[src/rtl/barrido_display.sv]
// Multiplexed scan controller for an N-digit common-anode 7-segment display.
// Frame-synchronous double buffering, per-digit enables, leading-zero blanking.
module barrido_display #(
    parameter int N_DIG = 8,
    parameter int PRESC = 100000,
    parameter int BLANK = 1000
) (
    input  logic               clk,
    input  logic               rst_n,
    input  logic [4*N_DIG-1:0] valor,
    input  logic               actualizar,
    input  logic [N_DIG-1:0]   habil,
    input  logic               supr_ceros,
    output logic [3:0]         numero,
    output logic [N_DIG-1:0]   an,
    output logic               blank,
    output logic               fin_barrido
);

    localparam int CW = (PRESC > 1) ? $clog2(PRESC) : 1;
    localparam int IW = $clog2(N_DIG);
    localparam logic [CW-1:0] CNT_MAX = CW'(PRESC - 1);
    localparam logic [CW-1:0] CNT_BLK = CW'(BLANK);
    localparam logic [IW-1:0] IDX_MAX = IW'(N_DIG - 1);

    logic [CW-1:0]      r_cnt;
    logic [IW-1:0]      r_idx;
    logic [4*N_DIG-1:0] r_shadow;
    logic [4*N_DIG-1:0] r_active;
    logic               r_pending;
    logic [3:0]         r_numero;
    logic [N_DIG-1:0]   r_an;
    logic               r_blank;
    logic               r_fin;

    logic               w_cnt_end;
    logic               w_frame_end;
    logic [CW-1:0]      w_cnt_nx;
    logic [IW-1:0]      w_idx_nx;
    logic [4*N_DIG-1:0] w_act_nx;
    logic [N_DIG-1:0]   w_lead;
    logic [N_DIG-1:0]   w_vis;
    logic [N_DIG-1:0]   w_an;
    logic [3:0]         w_num;

    // Outputs are computed from next-state values so the registered outputs
    // always match the (cnt, idx) that is current after the edge.
    always_comb begin
        w_cnt_end   = (r_cnt == CNT_MAX);
        w_frame_end = w_cnt_end && (r_idx == IDX_MAX);
        w_cnt_nx    = w_cnt_end ? '0 : r_cnt + 1'b1;
        if (!w_cnt_end)
            w_idx_nx = r_idx;
        else if (w_frame_end)
            w_idx_nx = '0;
        else
            w_idx_nx = r_idx + 1'b1;

        w_act_nx = r_active;
        if (w_frame_end) begin
            if (actualizar)
                w_act_nx = valor;
            else if (r_pending)
                w_act_nx = r_shadow;
        end
    end

    // w_lead[i]: nibbles N_DIG-1 down to i of the displayed value are all zero
    always_comb begin
        w_lead[N_DIG-1] = (w_act_nx[4*(N_DIG-1) +: 4] == 4'd0);
        for (int i = N_DIG - 2; i >= 0; i--)
            w_lead[i] = w_lead[i+1] && (w_act_nx[4*i +: 4] == 4'd0);
    end

    always_comb begin
        w_vis = habil & ~({w_lead[N_DIG-1:1] & {(N_DIG-1){supr_ceros}}, 1'b0});
        w_num = w_act_nx[{w_idx_nx, 2'b00} +: 4];
        w_an  = '1;
        if ((w_cnt_nx >= CNT_BLK) && w_vis[w_idx_nx])
            w_an[w_idx_nx] = 1'b0;
    end

    always_ff @(posedge clk or negedge rst_n) begin
        if (!rst_n) begin
            r_cnt     <= '0;
            r_idx     <= '0;
            r_shadow  <= '0;
            r_active  <= '0;
            r_pending <= 1'b0;
            r_numero  <= 4'd0;
            r_an      <= '1;
            r_blank   <= 1'b1;
            r_fin     <= 1'b0;
        end else begin
            r_cnt    <= w_cnt_nx;
            r_idx    <= w_idx_nx;
            r_active <= w_act_nx;
            if (actualizar)
                r_shadow <= valor;
            // A frame end consumes the pending value, even if a strobe lands on it
            if (w_frame_end)
                r_pending <= 1'b0;
            else if (actualizar)
                r_pending <= 1'b1;
            r_numero <= w_num;
            r_an     <= w_an;
            r_blank  <= &w_an;
            r_fin    <= w_frame_end;
        end
    end

    assign numero      = r_numero;
    assign an          = r_an;
    assign blank       = r_blank;
    assign fin_barrido = r_fin;

endmodule

[config.mk]
export PLATFORM = sky130hd
export DESIGN_NAME = barrido_display
export DESIGN_NICKNAME = d
export VERILOG_FILES = /design/src/rtl/barrido_display.sv
export SDC_FILE = /design/constraint.sdc
export NUM_CORES = 1
export LEC_CHECK = 0
export ABC_AREA = 1
export BUFFER_PORTS_ARGS = -buffer_cell sky130_fd_sc_hd__buf_2
export CAP_MARGIN = 20
export CORE_MARGIN = 2
export CORE_UTILIZATION = 40
export CTS_CLUSTER_DIAMETER = 40
export DETAILED_ROUTE_END_ITERATION = 6
export MAX_ROUTING_LAYER = met4
export SETUP_SLACK_MARGIN = 0.02
export SLEW_MARGIN = 20
export SYNTH_ARGS = -nofsm -noshare
export SYNTH_HDL_FRONTEND = slang
export SYNTH_SLANG_ARGS = --single-unit
export TNS_END_PERCENT = 50
[constraint.sdc]
create_clock -name clk -period 2.2 [get_ports clk]
set_input_delay 0.44 -clock clk [delete_from_list [all_inputs] [get_ports clk]]
set_output_delay 0.44 -clock clk [all_outputs]
set_load 0.05 [all_outputs]
* Word level (Yosys, flattened, before mapping)
Index checks and enable logic that the tools add are counted.
** Cells by class
- $add $sub $neg :: 2
- Multiply operators :: 0
- Div/mod/pow operators :: 0
- Magnitude comparators :: 3
- Equality and inequality tests :: 2
- Shift-type cells :: 1
- Mux-type cells :: 13
- Bitwise operators :: 4
- Reductions and logical operators :: 18
** Operators with widths (count)
- $mux W32 :: 3
- $shiftx A32 B6 Y4 :: 1
- $logic_not A4 Y1 :: 7
- $add A17 B1 Y17 const B :: 1
- $eq A17 B17 Y1 const B :: 1
- $ge A17 B10 Y1 const B :: 1
- $mux W17 :: 1
- $not A8 Y8 :: 2
- $logic_and A1 B1 Y1 :: 9
- $and A8 B8 Y8 :: 1
- $mux W8 :: 1
- $reduce_and A8 Y1 :: 1
- $and A7 B7 Y7 :: 1
- $mux W3 :: 2
- $lt A3 B4 Y1 const B :: 1
- $mux W1 :: 4
- $add A3 B1 Y3 const B :: 1
- $bmux W1 S3 :: 1
- $demux W1 S3 :: 1
- $eq A3 B3 Y1 const B :: 1
- $ge A3 B1 Y1 const B :: 1
- $reduce_bool A2 Y1 :: 1
** Storage, ports and cells
- Bits in registers :: 99
- Latch bits :: 0
- Memory bits (writable) :: 0
- Memory bits (read-only) :: 0
- Output and inout bits :: 14
- Memories kept :: 0

* Depth between registers and ports, before layout
Gate-level depths: netlist of the first run.
- Word-level depth :: 18
- Mapped depth :: 18
- Mapped depth without buffers :: 18

* Least setup slack after synthesis of the first run
No wires, ideal clock.
- Path type :: register -> register
- Start :: register r_idx[0]
- End :: register r_an[0], in the netlist an[0]
- Library setup time :: 66 ps
- Arrival time :: 2095 ps
- Path slack :: 40 ps
- Cell stages (with the launch flop) :: 15
- Path buffers :: 2
- Clock period less this slack :: 2160 ps
- Cells stage by stage :: dfrtp_1 ha_1 ha_1 buf_2 clkbuf_1 nand4_1 nand2_1 inv_2 nor2_1 nand2_2 nor2_2 nand4_1 a21oi_2 nand2_4 nand4_1
** Between the ends
- Word-level cells in the longest chain between the ends :: 17
- Elaborated cells on any way between the ends :: 32
- Those cells by class :: add/sub (1); order compare (2); eq/ne (1); mux (8); bitwise (4); reduce/logical (16)
** Ends and longest elaborated chain
- start: declaration :: RTL line 27 : logic [IW-1:0] r_idx;
- start signal: assignment :: RTL line 96 : r_idx <= w_idx_nx;
- $eq A3 B3 Y1 * :: RTL line 50 : w_frame_end = w_cnt_end && (r_idx == IDX_MAX);
- $logic_and A1 B1 Y1 * :: RTL line 50
- $mux W32 * :: RTL line 60 : if (w_frame_end) begin
- named net w_act_nx[28] :: RTL line 40 : logic [4*N_DIG-1:0] w_act_nx;
- $logic_not A4 Y1 * :: RTL line 70 : w_lead[N_DIG-1] = (w_act_nx[4*(N_DIG-1) +: 4] == 4'd0);
- $logic_and A1 B1 Y1 (6 in series) :: RTL line 72 : w_lead[i] = w_lead[i+1] && (w_act_nx[4*i +: 4] == 4'd0);
- $and A7 B7 Y7 * :: RTL line 76 : w_vis = habil & ~({w_lead[N_DIG-1:1] & {(N_DIG-1){supr_ceros}}, 1'b0});
- $not A8 Y8 * :: RTL line 76
- $and A8 B8 Y8 * :: RTL line 76
- $bmux W1 S3 * :: RTL line 79 : if ((w_cnt_nx >= CNT_BLK) && w_vis[w_idx_nx])
- $mux W1 (not written as such) * :: RTL line 79
- $logic_and A1 B1 Y1 * :: RTL line 79
- $mux W8 * :: RTL line 79
- named net w_an[0] :: RTL line 43 : logic [N_DIG-1:0] w_an;
- end signal: assignment :: RTL line 106 : r_an <= w_an;
- end: declaration :: RTL line 32 : logic [N_DIG-1:0] r_an;
Mark *: on every way through the listed nets, which the timed path passes. The rest lies on a longest branch. The select of a mux whose other input is x is not followed.
A chain may end at the register's enable or synchronous reset.

* Final worst setup path of the first run
- Start :: register r_cnt[0]
- End :: register r_an[1], in the netlist an[1]
** Between the ends
- Word-level cells in the longest chain between the ends :: 17
- Elaborated cells on any way between the ends :: 34
- Those cells by class :: add/sub (1); order compare (3); eq/ne (1); mux (9); bitwise (4); reduce/logical (16)
** Ends and longest elaborated chain
- start: declaration :: RTL line 26 : logic [CW-1:0] r_cnt;
- start signal: assignment :: RTL line 95 : r_cnt <= w_cnt_nx;
- $eq A17 B17 Y1 :: RTL line 49 : w_cnt_end = (r_cnt == CNT_MAX);
- $logic_and A1 B1 Y1 :: RTL line 50
- $mux W32 :: RTL line 60
- $logic_not A4 Y1, on equally long branches :: RTL line 70, 72
- $logic_and A1 B1 Y1 (6 in series) :: RTL line 72
- $and A7 B7 Y7 :: RTL line 76
- $not A8 Y8 :: RTL line 76
- $and A8 B8 Y8 :: RTL line 76
- $bmux W1 S3 :: RTL line 79
- $mux W1 (not written as such) :: RTL line 79
- $logic_and A1 B1 Y1 :: RTL line 79
- $mux W8 * :: RTL line 79
- named net w_an[1] :: RTL line 43
Marks and branches as above.

==> flow_metrics.tcl, run 1 <==
set metrics [dict create \
    post-route-period-util 1.10 \
    ant_nets 0 \
    routed_wirelength_mm 16.1 \
    end_kind "register" \
    drt-wirelength-per-cell_um 14.7 \
    edff_count_synth 0 \
    p_int_w 0.00289 \
    finalHoldViolations 0 \
    start_kind "register" \
    fp.coreArea_um2 13300 \
    worst_endpoint_required_time_ns 2.49 \
    cts.path.max_buffers 2 \
    syn-cell-area_um2 5460 \
    relSlewSlack 0.644 \
    critical_path_peak_fanout 6 \
    detail_route.drc_violations 0 \
    grt_antenna_before_repair 0 \
    pwr-share-clk 0.425 \
    htree_levels 3 \
    synth_cells 732 \
    multi_input_area_um2 2820 \
    via_count_of_the_first_global_routing_pass 5335 \
    ys_seq_elements 99 \
    ctsRootBufferMaster "sky130_fd_sc_hd__clkbuf_16" \
    fmax_mhz 414 \
    hold_path_class "in -> async" \
    synth.net_count 779 \
    ordered_cell_list_for_the_critical_path "ha_2 -> nand2_2 -> inv_2 -> nand2_2 -> nor2_4 -> nand4_4 -> clkbuf_16 -> nand2_4 -> nand3_2 -> nor2_4 -> nand2_4 -> nor2_4 -> nand4_1 -> a21oi_2 -> nand2_2 -> nand4_1" \
    clock_tree_from_tritoncts "done" \
    post_synth.cell_area_avg_um2 7.45 \
    power_leakage_nw 4.01 \
    timing_worst_setup_path_type "reg -> reg" \
    gr_ovfl_total 0 \
    power-per-cell-area_nw_per_um2 500 \
    hpwl_mm 11.9 \
    maxCapViolCount 0 \
    filler_cell_count 1237 \
    routedLengthMet1_mm 7.65 \
    worst-endpoint-arrival_ns 2.70 \
    run_status "complete, but fails checks" \
    finalWorstPathRequiredPeriod_ns 2.41 \
    synth_ff_type "sky130_fd_sc_hd__dfrtp_1" \
    routed.top_layer "met4" \
    slew_viol_final 0 \
    grt_setup_unrepaired "true" \
    yosysUniqueCellTypes 43 \
    clock_insertion_delay_worst_skew_ns 0.36 \
    number_of_buffer_cells_added_on_primary_ports 57 \
    routed_via_density 4.88 \
    met3RoutedLength_um 777 \
    top_cells_by_area_in_the_synthesized_netlist "sky130_fd_sc_hd__dfrtp_1, sky130_fd_sc_hd__nand2_1, sky130_fd_sc_hd__dfstp_2" \
    switching_power_w 0.000888 \
    area_delta_synth_final_pct 38.5 \
    synth_largest_area_cell "sky130_fd_sc_hd__dfrtp_1" \
    worst_path_dominant_cell_family "simple AND/OR/NAND/NOR gates" \
    seq_area_um2 2490 \
    crit_slowest_cell "sky130_fd_sc_hd__dfrtp_1" \
    core.rowCount 42 \
    layout.nets 963 \
    yosys.area.top_type_share 0.413 \
    io_pins 58 \
    synth_async_sr_flop_share 1.00 \
    post-route-worst-setup-slack_ns -0.213 \
    combinational_group_share_of_total_power 0.073 \
    grt_pass1_wl_mm 26.5 \
    die_h_um 121 \
    fp.dieW_um 121 \
    synthesis.yosys.warnings 0 \
    inserted_clock_buffers 9 \
    grt_util_all_layers 0.237 \
    gpl.final_weighted_congestion 0.938 \
    initial_utilization 0.410 \
    grt_start_max_net_pins 44 \
    seq_power_share 0.501 \
    sw_frac_of_total 0.235 \
    report.power.total_w 0.00378 \
    diodes 0 \
    initialDrtViolationCount 321 \
    met2WireLength_mm 7.33 \
    cts.reportedPaths.clkPinSlew_ns 0.07 \
    drtPass1Iterations 5 \
    synth_sequential_area_ratio 0.456 \
    clock-sinks 99 \
    dp_slack_ns -0.296 \
    violations "negative setup slack" \
    cp_slowest_stage_delay_ns 0.37 \
    floorplan.die_area_um2 14600 \
    worst-slew-pin-transition_ns 0.534 \
    skew_ns 0.0108 \
    num_vias 5358 \
    power.ir.vdd_worst_v 0.000363 \
    drive_above_1_share 0.369 \
    reg2reg_setup_slack_ns -0.21 \
    timing.critical_path.buf_inv 2 \
    setup_viol 11 \
]
worst paths after layout:
check | from | to | cells after the start
max | r_cnt[0]$_DFF_PN0_ | an[1]$_DFF_PN1_ | 16
min | rst_n | r_active[22]$_DFF_PN0_ | 1
max reg2reg | r_cnt[0]$_DFF_PN0_ | an[1]$_DFF_PN1_ | 16
min reg2reg | r_shadow[2]$_DFFE_PN0P_ | r_shadow[2]$_DFFE_PN0P_ | 2
max in group asynchronous | rst_n | an[1]$_DFF_PN1_ | 2
min in group clk | valor[5] | r_shadow[5]$_DFFE_PN0P_ | 3
per-layer routing:
| metal | vias up | global-route usage |
|---|---|---|
| met2 | 119 | 0.357 |
| met1 | 2542 | 0.327 |
| met5 | - | - |
| li1 | 2670 | - |
| met3 | 27 | 0.0509 |
| met4 | 0 | 0.0625 |
kinds of logic after synthesis:
group,share of synthesized area
xor+xnor,0.00803
compound gates,0.0504
flops,0.456
buf+inv,0.0780
simple gates,0.399
mux,0.00206
fa+ha+maj,0.00688
synth_stat cells, types with 5 or more instances:
| cell | count |
|---|---|
| sky130_fd_sc_hd__nand2_1 | 295 |
| sky130_fd_sc_hd__dfrtp_1 | 90 |
| sky130_fd_sc_hd__inv_1 | 56 |
| sky130_fd_sc_hd__nor2_1 | 55 |
| sky130_fd_sc_hd__nand4_1 | 33 |
| sky130_fd_sc_hd__nand3_1 | 32 |
| sky130_fd_sc_hd__o21ai_0 | 25 |
| sky130_fd_sc_hd__nand2_2 | 24 |
| sky130_fd_sc_hd__inv_2 | 16 |
| sky130_fd_sc_hd__clkbuf_1 | 10 |
| sky130_fd_sc_hd__dfstp_2 | 9 |
| sky130_fd_sc_hd__nor2_2 | 9 |
| sky130_fd_sc_hd__clkinv_1 | 8 |
| sky130_fd_sc_hd__nor2_4 | 5 |
| sky130_fd_sc_hd__nor3_1 | 5 |
| sky130_fd_sc_hd__xor2_1 | 5 |
power by group through the flow:
stage | Clock, W | Combinational, W | Sequential (W)
2_1_floorplan | 0 | 0.000132 | 0.00192
3_3_place_gp | 0 | 0.000266 | 0.00193
3_5_place_dp | 0 | 0.000273 | 0.00193
4_1_cts | 0.00165 | 0.000277 | 0.00190
5_1_grt | 0.00172 | 0.000319 | 0.00190
6_report | 0.00161 | 0.000277 | 0.00190
sequential cells by signal, summed over array words and instances, names as in the netlist:
signal / count
numero: 4
r_idx: 3
an: 8
r_shadow: 32
r_active: 32
r_cnt: 17
blank: 1
r_pending: 1
fin_barrido: 1
cell type report:
cell class	instances	area share
Multi-Input combinational cell	533	0.373
Sequential cell	99	0.330
Timing Repair Buffer	193	0.189
Inverter	80	0.0406
Clock buffer	14	0.0336
Tap cell	176	0.0291
Clock inverter	2	0.00497
repair_timing:
| item | CTS | global route |
|---|---|---|
| hold buffers | 0 | 0 |
| gates cloned | 3 | 1 |
| endpoints found under the setup margin | 13 | 13 |
| buffers inserted | 10 | 7 |
| pin swaps | 28 | 18 |
| gates resized for setup | 29 | 54 |
through the flow:
step / cell area [um^2] / hold slack, ns / cells / utilization / setup TNS [ns]
3_5_place_dp: 6800 / 0.455 / 1060 / 0.511 / -3.29
2_1_floorplan: 5460 / 0.144 / 732 / - / 0
5_1_grt: 7560 / 0.0897 / 1097 / 0.569 / -4.00
6_report: 7560 / 0.0701 / 1097 / 0.569 / -1.86
3_3_place_gp: 6800 / 0.455 / 1060 / 0.511 / -2.43
4_1_cts: 7310 / 0.0747 / 1089 / 0.550 / -2.06
cell usage in the layout, fill, tap and decap left out, types with 3 or more instances in the layout:
cell / instances
sky130_fd_sc_hd__buf_12: 7
sky130_fd_sc_hd__buf_2: 56
sky130_fd_sc_hd__buf_4: 126
sky130_fd_sc_hd__buf_6: 3
sky130_fd_sc_hd__clkbuf_1: 4
sky130_fd_sc_hd__clkbuf_16: 10
sky130_fd_sc_hd__clkinv_1: 3
sky130_fd_sc_hd__dfrtp_1: 87
sky130_fd_sc_hd__dfrtp_2: 3
sky130_fd_sc_hd__dfstp_2: 9
sky130_fd_sc_hd__inv_1: 54
sky130_fd_sc_hd__inv_2: 20
sky130_fd_sc_hd__nand2_1: 279
sky130_fd_sc_hd__nand2_2: 28
sky130_fd_sc_hd__nand2_4: 18
sky130_fd_sc_hd__nand3_1: 28
sky130_fd_sc_hd__nand3_2: 6
sky130_fd_sc_hd__nand4_1: 33
sky130_fd_sc_hd__nand4_2: 4
sky130_fd_sc_hd__nor2_1: 46
sky130_fd_sc_hd__nor2_2: 9
sky130_fd_sc_hd__nor2_4: 14
sky130_fd_sc_hd__nor3_1: 5
sky130_fd_sc_hd__nor3_2: 3
sky130_fd_sc_hd__o21ai_0: 23
sky130_fd_sc_hd__o21ai_2: 3
sky130_fd_sc_hd__xor2_1: 5
No activity file was read; power rests on OpenSTA's default activity.
==> inputs of run 2 (changes only) <==
Settings changed: GPL_TIMING_DRIVEN set to 0, REMOVE_ABC_BUFFERS set to 1.
==> run 2 against run 1 <==
The run still ends with negative setup slack left. Clock-buffer cell count decreased by 3. Routed wire length decreased by 6.2%. Clock power increased by 19%. Maximum frequency decreased by 2.6%. Total power increased by 7.4%. Critical path type unchanged. Largest power group is now the clock network.
==> flow_metrics.tcl, run 2 (same netlist as run 1, synthesis figures left out) <==
set metrics [dict create \
    slew_viol_final 0 \
    cts.reportedPaths.clkPinSlew_ns 0.07 \
    pwr-share-clk 0.473 \
    finalHoldViolations 0 \
    critPathCapture "an[4]$_DFF_PN1_" \
    post-route-worst-setup-slack_ns -0.277 \
    commonest_cells_after_routing_fill_and_taps_aside "sky130_fd_sc_hd__nand2_1, sky130_fd_sc_hd__dfrtp_1, sky130_fd_sc_hd__buf_2" \
    worst-endpoint-arrival_ns 2.76 \
    sw_frac_of_total 0.215 \
    io_pins 58 \
    critical_path_peak_fanout 6 \
    seq_power_share 0.466 \
    grt_pass1_wl_mm 24.6 \
    clock-sinks 99 \
    fmax_mhz 404 \
    cts.path.max_buffers 2 \
    num_vias 5012 \
    diodes 0 \
    hpwl_mm 9.87 \
    fp.dieW_um 121 \
    setup_viol 13 \
    setup_tns_ns -2.57 \
    post-route-period-util 1.13 \
    start_kind "register" \
    largest_registers_ranked_by_flip_flop_count "r_active: 32 flops, r_shadow: 32 flops, r_cnt: 17 flops" \
    initialDrtViolationCount 389 \
    inserted_clock_buffers 9 \
    drive_above_1_share 0.302 \
    drtPass1Iterations 5 \
    hold_path_class "in -> async" \
    critical_path_launch_point "r_cnt[1]$_DFF_PN0_" \
    clock_tree_from_tritoncts "done" \
    maxCapViolCount 0 \
    die_h_um 121 \
    worst-slew-pin-transition_ns 0.612 \
    routed_wirelength_mm 15.1 \
    r2r_cells 18 \
    holdBufCountCts 0 \
    reg2reg_from "r_cnt[1]$_DFF_PN0_" \
    switching_power_w 0.000872 \
    drt-wirelength-per-cell_um 15.1 \
    report.power.total_w 0.00406 \
    power.ir.vdd_worst_v 0.000515 \
    worst_endpoint_required_time_ns 2.48 \
    run_status "complete, but fails checks" \
    via_count_of_the_first_global_routing_pass 4881 \
    grt_util_all_layers 0.222 \
    postLayoutCellArea_um2 6960 \
    initial_utilization 0.410 \
    layout.nets 867 \
    p_int_w 0.00319 \
    routed_via_density 5.01 \
    ant_nets 0 \
    end_kind "register" \
    grt_setup_unrepaired "true" \
    r2r-end "an[4]$_DFF_PN1_" \
    skew_ns 0.00736 \
    clock_insertion_delay_worst_skew_ns 0.35 \
    detail_route.drc_violations 0 \
    reg2reg_setup_slack_ns -0.28 \
    power_leakage_nw 3.60 \
    gr_ovfl_total 0 \
    relSlewSlack 0.589 \
    power-per-cell-area_nw_per_um2 584 \
    timing_worst_setup_path_type "reg -> reg" \
    number_of_buffer_cells_added_on_primary_ports 57 \
    combinational_group_share_of_total_power 0.061 \
    gpl.final_weighted_congestion 0.901 \
    violations "negative setup slack" \
    finalWorstPathRequiredPeriod_ns 2.48 \
    core.rowCount 42 \
    grt_start_max_net_pins 57 \
    fp.coreArea_um2 13300 \
    htree_levels 3 \
    post_place_cell_area_um2 5890 \
    final_core_utilization 0.523 \
    floorplan.die_area_um2 14600 \
    mostFrequentLayoutCell "sky130_fd_sc_hd__nand2_1" \
    area_delta_synth_final_pct 27.5 \
    grt_antenna_before_repair 0 \
    ctsRootBufferMaster "sky130_fd_sc_hd__clkbuf_16" \
]
## run 2: cell types whose count changed in the layout (fill, tap and decap cells not counted), moves of 3 or more
| cell | before | now |
|---|---|---|
| sky130_fd_sc_hd__buf_4 | 126 | 31 |
| sky130_fd_sc_hd__bufinv_16 | 1 | 4 |
| sky130_fd_sc_hd__inv_1 | 54 | 51 |
| sky130_fd_sc_hd__nand2_4 | 18 | 15 |
| sky130_fd_sc_hd__nor2_1 | 46 | 43 |
| sky130_fd_sc_hd__nor2_2 | 9 | 6 |
| sky130_fd_sc_hd__nor2_4 | 14 | 20 |
| sky130_fd_sc_hd__o21ai_1 | 2 | 5 |
## run 2: per-stage QoR
stage / cells / setup WS, ns / hold slack (ns)
6_report: 1001 / -0.277 / 0.00816
2_1_floorplan: 709 / -0.494 / 0.144
4_1_cts: 986 / -0.169 / 0.0178
3_3_place_gp: 942 / -1.99 / 0.448
3_5_place_dp: 944 / -1.08 / 0.395
5_1_grt: 1001 / -0.407 / 0.0274
## run 2: worst min path at each step
stage                                   startpoint                       end  slack [ns]  cells after the start
final                                        rst_n       r_cnt[12]$_DFF_PN0_       0.008                      1
after global routing                         rst_n       r_cnt[11]$_DFF_PN0_        0.03                      1
after CTS                                    rst_n       r_cnt[11]$_DFF_PN0_        0.02                      1
after detailed placement                     rst_n       r_cnt[11]$_DFF_PN0_        0.39                      1
after global placement    r_shadow[31]$_DFFE_PN0P_  r_shadow[31]$_DFFE_PN0P_        0.45                      2
after floorplan                              rst_n     fin_barrido$_DFF_PN0_        0.14                      0
## run 2: layout make-up
cell class	instances	area (um^2)
fill	1277	6340
multi-input combinational	534	2870
sequential	99	2500
timing repair buffer	95	683
inverter	80	318
clock buffer	11	233
tap	176	220
clock inverter	5	125
timing repair inverter	1	7.51
## run 2: repair_timing
item	4_1_cts	5_1_grt
cloned	3	3
pin swaps	14	25
endpoints found under the setup margin	39	13
buffers inserted	23	12
resized for setup	52	41
## run 2: worst max-delay path: stages, from the launching register on
cell                      delay (ns)
sky130_fd_sc_hd__dfrtp_1        0.40
sky130_fd_sc_hd__ha_4           0.17
sky130_fd_sc_hd__nand2_4        0.06
sky130_fd_sc_hd__inv_2          0.06
sky130_fd_sc_hd__nand2_2        0.06
sky130_fd_sc_hd__nor2_4         0.17
sky130_fd_sc_hd__nand4_4        0.17
sky130_fd_sc_hd__buf_12         0.19
sky130_fd_sc_hd__nand2_4        0.06
sky130_fd_sc_hd__nand2_4        0.05
sky130_fd_sc_hd__inv_4          0.07
sky130_fd_sc_hd__nand2_4        0.05
sky130_fd_sc_hd__nor2_4         0.18
sky130_fd_sc_hd__nand3_4        0.13
sky130_fd_sc_hd__nor2_4         0.13
sky130_fd_sc_hd__nand4_1        0.09
sky130_fd_sc_hd__nand2_2        0.13
sky130_fd_sc_hd__nand2_4        0.07
sky130_fd_sc_hd__nand4_1        0.13
## run 2: per-layer routing
| layer | track usage | share of wire | wire length, um | vias to the layer above |
|---|---|---|---|---|
| met4 | 0.0552 | 0.017 | 261 | 0 |
| met2 | 0.342 | 0.47 | 7070 | 123 |
| met5 | - | 0 | 0 | - |
| met1 | 0.302 | 0.46 | 7000 | 2378 |
| li1 | - | - | - | 2488 |
| met3 | 0.0443 | 0.051 | 766 | 23 |
## run 2: power by group through the flow
| stage | clock [W] | combinational, W | sequential [W] |
|---|---|---|---|
| 2_1_floorplan | 0 | 0.000123 | 0.00192 |
| 3_3_place_gp | 0 | 0.000230 | 0.00193 |
| 3_5_place_dp | 0 | 0.000245 | 0.00193 |
| 4_1_cts | 0.00196 | 0.000250 | 0.00189 |
| 5_1_grt | 0.00204 | 0.000291 | 0.00190 |
| 6_report | 0.00192 | 0.000246 | 0.00189 |
==> inputs of run 3 (changes only) <==
Settings changed: CORE_MARGIN 2 to 10, REMOVE_ABC_BUFFERS 1 to unset.
==> run 3 against run 2 <==
The run still ends with negative setup slack left. Total power down 7.6%. Cell count up 2.7%. Sequential share of layout area down 0.56 points. Clock power down 17%. Critical path depth down 2. Worst hold slack better by 0.31 ns. Critical path type unchanged. Largest cell class unchanged. Highest routed layer unchanged.
==> flow_metrics.tcl, run 3 (same netlist as run 1, synthesis figures left out) <==
set metrics [dict create \
    gpl.final_weighted_congestion 0.909 \
    switching_power_w 0.000879 \
    ordered_cell_list_for_the_critical_path "ha_4 -> nand2_4 -> inv_2 -> nand2_2 -> nor2_4 -> nand4_4 -> clkbuf_16 -> nand2_4 -> nand2_2 -> nor2_1 -> nand2_1 -> nor2_2 -> nand4_1 -> a21oi_2 -> nand2_4 -> nand4_1" \
    worst_path_dominant_cell_family "simple AND/OR/NAND/NOR gates" \
    grt_pass1_wl_mm 25.2 \
    timing_worst_setup_path_type "reg -> reg" \
    violations "negative setup slack" \
    finalHoldViolations 0 \
    run_status "complete, but fails checks" \
    fmax_mhz 403 \
    floorplan.die_area_um2 18700 \
    worst-slew-pin-transition_ns 0.585 \
    seq_power_share 0.505 \
    drive_above_1_share 0.330 \
    routed_wirelength_mm 15.9 \
    final_core_utilization 0.531 \
    clock_tree_from_tritoncts "done" \
    detail_route.drc_violations 0 \
    critical_path_peak_fanout 5 \
    p_int_w 0.00287 \
    power-per-cell-area_nw_per_um2 532 \
    via_count_of_the_first_global_routing_pass 5082 \
    filler_cell_count 1259 \
    hold_path_class "in -> reg" \
    routed_via_density 5.00 \
    initial_utilization 0.410 \
    initialDrtViolationCount 381 \
    cts.path.max_buffers 2 \
    worst-endpoint-arrival_ns 2.77 \
    diodes 0 \
    finalWorstPathRequiredPeriod_ns 2.48 \
    crit_slowest_cell "sky130_fd_sc_hd__dfrtp_1" \
    combinational_group_share_of_total_power 0.068 \
    cp_slowest_stage_delay_ns 0.40 \
    core.rowCount 42 \
    htree_levels 3 \
    maxCapViolCount 0 \
    drtPass1Iterations 5 \
    end_kind "register" \
    cp_common_cell "sky130_fd_sc_hd__nand2_4" \
    skew_ns 0.00569 \
    fp.dieW_um 137 \
    largest_registers_ranked_by_flip_flop_count "r_active: 32 flops, r_shadow: 32 flops, r_cnt: 17 flops" \
    die_h_um 137 \
    pwr-share-clk 0.427 \
    cts.reportedPaths.clkPinSlew_ns 0.07 \
    grt_util_all_layers 0.173 \
    layout.nets 894 \
    timing.critical_path.buf_inv 2 \
    power.ir.vdd_worst_v 0.000386 \
    inserted_clock_buffers 9 \
    reg2reg_setup_slack_ns -0.28 \
    post-route-period-util 1.13 \
    commonest_cells_after_routing_fill_and_taps_aside "sky130_fd_sc_hd__nand2_1, sky130_fd_sc_hd__dfrtp_1, sky130_fd_sc_hd__buf_2" \
    grt_antenna_before_repair 0 \
    setup_viol 13 \
    slew_viol_final 0 \
    ctsRootBufferMaster "sky130_fd_sc_hd__clkbuf_16" \
    hpwl_mm 11.2 \
    post_place_cell_area_um2 6000 \
    sw_frac_of_total 0.234 \
    worst_endpoint_required_time_ns 2.48 \
    mostFrequentLayoutCell "sky130_fd_sc_hd__nand2_1" \
    setup_tns_ns -2.76 \
    grt_start_max_net_pins 72 \
    power_leakage_nw 3.64 \
    clock_insertion_delay_worst_skew_ns 0.35 \
    postLayoutCellArea_um2 7060 \
    gr_ovfl_total 0 \
    start_kind "register" \
    clock-sinks 99 \
    relSlewSlack 0.610 \
    drt-wirelength-per-cell_um 15.5 \
    number_of_buffer_cells_added_on_primary_ports 57 \
    post-route-worst-setup-slack_ns -0.283 \
    num_vias 5137 \
    grt_setup_unrepaired "true" \
    fp.coreArea_um2 13300 \
    io_pins 58 \
    area_delta_synth_final_pct 29.3 \
    ant_nets 0 \
]
==> run 3: changes by cell type in the layout (fill, tap and decap cells not counted), moves of 3 or more <==
cell,change
sky130_fd_sc_hd__buf_4,+9
sky130_fd_sc_hd__nand2_2,+8
sky130_fd_sc_hd__clkbuf_2,+7
sky130_fd_sc_hd__nand2_1,-5
sky130_fd_sc_hd__buf_12,-4
sky130_fd_sc_hd__buf_6,+4
sky130_fd_sc_hd__nor2_2,+4
sky130_fd_sc_hd__buf_1,+3
sky130_fd_sc_hd__buf_2,+3
sky130_fd_sc_hd__bufinv_16,-3
sky130_fd_sc_hd__nor2_1,-3
==> run 3: tightest hold or removal path, cell delays in order <==
cell and delay [ns]:
sky130_fd_sc_hd__buf_2 0.08, sky130_fd_sc_hd__nand2_1 0.06, sky130_fd_sc_hd__nand2_1 0.06
==> run 3: path summary, 6_finish.rpt <==
path | startpoint | endpoint | cells past startpoint
min in group asynchronous | rst_n | r_shadow[16]$_DFFE_PN0P_ | 2
worst max register to register | r_cnt[1]$_DFF_PN0_ | an[3]$_DFF_PN1_ | 16
worst max-delay path | r_cnt[1]$_DFF_PN0_ | an[3]$_DFF_PN1_ | 16
worst min-delay path | valor[23] | r_shadow[23]$_DFFE_PN0P_ | 3
max in group asynchronous | rst_n | an[1]$_DFF_PN1_ | 3
worst min register to register | r_shadow[0]$_DFFE_PN0P_ | r_shadow[0]$_DFFE_PN0P_ | 2
==> run 3: routing by layer <==
metal | up-vias | wire (um) | global-route usage
met5 | - | 0 | -
met4 | 0 | 238 | 0.0492
met3 | 22 | 738 | 0.0297
met2 | 126 | 7650 | 0.274
met1 | 2457 | 7310 | 0.224
li1 | 2532 | - | -
==> run 3: layout make-up <==
class | instances | area (um^2) | share of cell area
plain buffers | 22 | 158 | 0.0223
inverters | 80 | 305 | 0.0433
multi-input cells | 533 | 2890 | 0.409
flip-flops and latches | 99 | 2490 | 0.354
clock buffers | 11 | 243 | 0.0344
clock inverters | 5 | 52.6 | 0.00745
repair buffers | 102 | 694 | 0.0984
well taps | 176 | 220 | 0.0312
==> run 3: repair_timing <==
| action | CTS | global route |
|---|---|---|
| endpoints found under the hold margin | 28 | 0 |
| pin swaps | 19 | 43 |
| setup buffers | 21 | 20 |
| endpoints found under the setup margin | 32 | 32 |
| hold buffers | 1 | 0 |
| gates resized for setup | 51 | 66 |
| cloned | 4 | 1 |
==> run 3: power by group through the flow <==
stage	clock [W]	combinational (W)	sequential, W
3_5_place_dp	0	0.000251	0.00193
3_3_place_gp	0	0.000238	0.00193
4_1_cts	0.00163	0.000257	0.00189
6_report	0.00160	0.000255	0.00189
2_1_floorplan	0	0.000132	0.00192
5_1_grt	0.00172	0.000297	0.00190
==> run 3: metrics by stage <==
step / setup WS (ns) / total power (W) / hold slack (ns) / instances
2_1_floorplan: 0.0395 / 0.00205 / 0.144 / 732
3_3_place_gp: -0.634 / 0.00216 / 0.449 / 965
3_5_place_dp: -0.651 / 0.00218 / 0.345 / 966
4_1_cts: -0.236 / 0.00378 / 0.309 / 1007
5_1_grt: -0.423 / 0.00391 / 0.319 / 1028
6_report: -0.283 / 0.00375 / 0.315 / 1028
